File: src/rtl/fetch_unit.sv
// Instruction fetch stage: owns the PC, drives the ROM address, absorbs the
// ROM's one-cycle read latency and hands {instr, pc} pairs to decode.
module fetch_unit #(
  parameter int unsigned          ADDR_WIDTH = 10,
  parameter int unsigned          DATA_WIDTH = 32,
  parameter int unsigned          PC_WIDTH   = 32,
  parameter logic [PC_WIDTH-1:0]  RESET_PC   = '0
) (
  input  logic                  clk,
  input  logic                  reset_n,
  output logic [ADDR_WIDTH-1:0] rom_addr,
  input  logic [DATA_WIDTH-1:0] rom_rdata,
  input  logic                  rom_rdata_valid,
  input  logic                  redirect_valid,
  input  logic [PC_WIDTH-1:0]   redirect_pc,
  output logic                  out_valid,
  input  logic                  out_ready,
  output logic [DATA_WIDTH-1:0] out_instr,
  output logic [PC_WIDTH-1:0]   out_pc
);

  logic [PC_WIDTH-1:0]   pc_q;
  logic [PC_WIDTH-1:0]   inflight_pc_q;
  logic                  inflight_q;
  logic [1:0]            count_q;
  logic [DATA_WIDTH-1:0] head_instr_q, tail_instr_q;
  logic [PC_WIDTH-1:0]   head_pc_q, tail_pc_q;

  logic pop, push, stall, issue;

  assign rom_addr  = pc_q[ADDR_WIDTH+1:2];
  assign out_valid = (count_q != 2'd0);
  assign out_instr = head_instr_q;
  assign out_pc    = head_pc_q;

  // Only issue when the FIFO is guaranteed to have room for the returning word.
  always_comb begin
    pop   = out_valid & out_ready;
    push  = inflight_q & rom_rdata_valid & ~redirect_valid;
    stall = inflight_q & ~rom_rdata_valid;
    issue = ~redirect_valid & ~stall &
            (({1'b0, count_q} + {2'b00, inflight_q}) < (3'd2 + {2'b00, pop}));
  end

  always_ff @(posedge clk or negedge reset_n) begin
    if (!reset_n) begin
      pc_q          <= RESET_PC;
      inflight_q    <= 1'b0;
      inflight_pc_q <= '0;
      count_q       <= 2'd0;
      head_instr_q  <= '0;
      head_pc_q     <= '0;
      tail_instr_q  <= '0;
      tail_pc_q     <= '0;
    end else if (redirect_valid) begin
      pc_q       <= redirect_pc & ~PC_WIDTH'(3);
      inflight_q <= 1'b0;
      count_q    <= 2'd0;
    end else begin
      // A word the ROM could not deliver is re-requested from its own PC.
      if (stall) begin
        pc_q       <= inflight_pc_q;
        inflight_q <= 1'b0;
      end else if (issue) begin
        inflight_q    <= 1'b1;
        inflight_pc_q <= pc_q;
        pc_q          <= pc_q + PC_WIDTH'(4);
      end else begin
        inflight_q <= 1'b0;
      end

      case ({push, pop})
        2'b10: begin
          if (count_q == 2'd0) begin
            head_instr_q <= rom_rdata;
            head_pc_q    <= inflight_pc_q;
          end else begin
            tail_instr_q <= rom_rdata;
            tail_pc_q    <= inflight_pc_q;
          end
          count_q <= count_q + 2'd1;
        end
        2'b01: begin
          head_instr_q <= tail_instr_q;
          head_pc_q    <= tail_pc_q;
          count_q      <= count_q - 2'd1;
        end
        2'b11: begin
          if (count_q == 2'd1) begin
            head_instr_q <= rom_rdata;
            head_pc_q    <= inflight_pc_q;
          end else begin
            head_instr_q <= tail_instr_q;
            head_pc_q    <= tail_pc_q;
            tail_instr_q <= rom_rdata;
            tail_pc_q    <= inflight_pc_q;
          end
        end
        default: ;
      endcase
    end
  end

  // The issue rule reserves space, so a push can never meet a full FIFO.
  assert property (@(posedge clk) disable iff (!reset_n)
                   !(push && !pop && count_q == 2'd2));

endmodule

File: config.mk
export PLATFORM = sky130hd
export DESIGN_NAME = fetch_unit
export DESIGN_NICKNAME = d
export VERILOG_FILES = /design/src/rtl/fetch_unit.sv
export SDC_FILE = /design/constraint.sdc
export NUM_CORES = 1
export LEC_CHECK = 0
export ABC_AREA = 1
export CAP_MARGIN = 20
export CORE_ASPECT_RATIO = 0.5
export CORE_MARGIN = 4
export CORE_UTILIZATION = 45
export CTS_BUF_LIST = sky130_fd_sc_hd__clkbuf_2 sky130_fd_sc_hd__clkbuf_4 sky130_fd_sc_hd__clkbuf_8
export DETAILED_ROUTE_END_ITERATION = 10
export PLACE_DENSITY = 0.68
export RECOVER_POWER = 50
export SLEW_MARGIN = 10
export SYNTH_ARGS = -nofsm -noshare
export SYNTH_HDL_FRONTEND = slang
export SYNTH_SLANG_ARGS = --single-unit
export TNS_END_PERCENT = 50
File: constraint.sdc
create_clock -name clk -period 2.1 [get_ports clk]
set_input_delay 0.315 -clock clk [delete_from_list [all_inputs] [get_ports clk]]
set_output_delay 0.315 -clock clk [all_outputs]
set_load 0.1 [all_outputs]
==> out/qor.csv <==
metric;value;unit
die_w;216;µm
synth_top_flop_cell;dfrtp_1;
yosysSeqAreaShare;50.2;%
cts_tree;yes;
avgViaCountPerCell;5.16;
fin_crit;1950;ps
dr.pass1.iters;5;
clk_pin_slew;110;ps
grt_pass1_vias;7800;
remaining_drc_errors;0;
grt_overflow_total;0;
synth_nets;1181;
endpoint;pc_q[9]$_DFFE_PN0P_;
port_buffers;141;
area_delta_synth_final;20.1;%
clockBufferDepth;2;
rsz0062_at_grt;yes;
rr_startpoint;count_q[0]$_DFFE_PN0P_;
syn_avg_cell_area;8.79;µm²
finalHoldViolations;0;
post-route-period-util;93.0;%
critical_path_required;2500;ps
syn_area;9730;µm²
max-cap-violations;1;
cts_buffers;17;
reg2reg_to;pc_q[9]$_DFFE_PN0P_;
yosysWarnings;0;
antenna_found_initial;0;
gp_congestion;0.860;
critPathKind;flip-flop to flip-flop;
final_cell_area;11700;µm²
ys_seq_elements;195;
cp.arrival;2360;ps
slew_headroom;-4.31;%
vias;7943;
die_y;112;µm
reg2reg_setup_slack;150;ps
routed_wl;25400;µm
yosys.area.top_type;dfrtp_1;
violations;max-capacitance violations, max-slew violations;
ys_types;34;
dieArea;24200;µm²
maxSlewViolCount;56;
tightest_slew;1560;ps
skew;15.0;ps
drtAntennaViolNets;0;
grt.total_usage;21.6;%
routedWlPerCell;16.5;µm
ff2ff_path_depth;10;
synth_edf_count;0;
fin_setup_tns;0;ps
status;complete, but fails checks;
min-delay-path-class;primary input to flip-flop;
fmax;512;MHz
cts.sinks;195;
critPathLaunchType;flip-flop;
cp-startpoint;count_q[0]$_DFFE_PN0P_;
root_buffer;clkbuf_8;
grt_max_degree;65;
setup_viol;0;
clock_latency;480;ps
yosys-top-cells-count;nand2_1, dfrtp_1, nor2_1;
dpl_cell_area;11400;µm²
synth_most_common_cell;nand2_1;
fill_cells;1877;
grt_first_pass_wirelength;42000;µm
holdWs;419;ps
core-area;20900;µm²
start_util;46.6;%
fin_cells;1538;
placementRows;37;
num_io_pins;144;
synth_area_leaders;dfrtp_1, nand2_1, a31oi_2, nand3_1, nor2_1;
drt_iter0_drc;760;
async_reset_ff_share;100;%
placedCellCount;1505;
nets;1307;
layout-drive-gt1-share;20.3;%
endpoint_kind;flip-flop;
netlist_instances;1107;
worst-path-max-fanout;40;
dp_hpwl;18300;µm
htreeDepth;4;
synth_top_area_share;50.2;%
antennaDiodeCount;0;
[flip-flops by register name (all words and copies together) (netlist names)]
signal         count
out_pc            32
out_instr         32
inflight_q         1
inflight_pc_q     32
count_q            2
tail_instr_q      32
tail_pc_q         32
pc_q              32
[per-stage QoR]
step           setup slack [ps]  util (%)
6_report                    146      56.0
2_1_floorplan              59.3         -
4_1_cts                     155      56.4
5_1_grt                   -12.1      56.0
3_3_place_gp               10.2      54.5
3_5_place_dp              -10.3      54.5
[worst min-delay path by stage]
stage / start / to / slack, ps / depth (start not counted)
2_1_floorplan: reset_n / count_q[0]$_DFFE_PN0P_ / 20 / 0
3_3_place_gp: reset_n / pc_q[6]$_DFFE_PN0P_ / 340 / 1
3_5_place_dp: reset_n / pc_q[7]$_DFFE_PN0P_ / 330 / 1
4_1_cts: reset_n / pc_q[6]$_DFFE_PN0P_ / 340 / 2
5_1_grt: rom_rdata[2] / out_instr[2]$_DFFE_PN0P_ / 400 / 3
6_report: rom_rdata[24] / out_instr[24]$_DFFE_PN0P_ / 420 / 3
[cells in the final DEF, fill, tap and decap left out, types with 18 or more instances in the layout]
master,count
nor2_1,130
clkbuf_8,18
mux2_2,32
clkdlybuf4s50_1,65
o21ai_0,70
o21ai_1,26
clkbuf_2,33
a31oi_2,50
nand2_1,272
dfrtp_1,195
buf_4,66
nand3_1,98
inv_1,69
[cell families after synthesis]
kind of cell	Yosys count	synth area share [%]
xor+xnor	6	0.540
compound gates	197	14.7
fa+ha+maj	5	0.643
buf+inv	150	7.86
mux	32	3.70
flops	195	50.2
simple gates	522	22.4
[final cells by class]
cell class                 count  area [µm²]  share of cell area, %
multi-input combinational    762        4100                   35.1
clock inverter                14         145                   1.24
sequential                   195        4880                   41.8
timing repair buffer         182        1660                   14.2
inverter                      75         287                   2.45
tap                          292         365                   3.13
clock buffer                  18         248                   2.12
[what timing repair did]
action,CTS,global route
resized for setup,1,0
setup endpoints to repair,1,4
gates cloned,0,0
hold buffers,1,0
endpoints found under the hold margin,52,0
setup buffers,0,0
[metal layers]
metal | routed length, µm | track usage [%]
met1 | 12200 | 31.8
met2 | 11400 | 33.2
met3 | 1470 | 4.12
met4 | 312 | 5.33
met5 | 0 | 0
[worst max-delay path: stages, from the launching register on]
cell	delay, ps
dfrtp_1	420
inv_1	110
ha_1	240
inv_2	60
nand2_1	90
o21ai_1	60
nand2_1	130
nand2_1	130
inv_4	330
nor2_1	130
a22oi_1	170
Power is not shown: default switching activity piles up to over one toggle a cycle in this logic, so the estimate is an artifact.
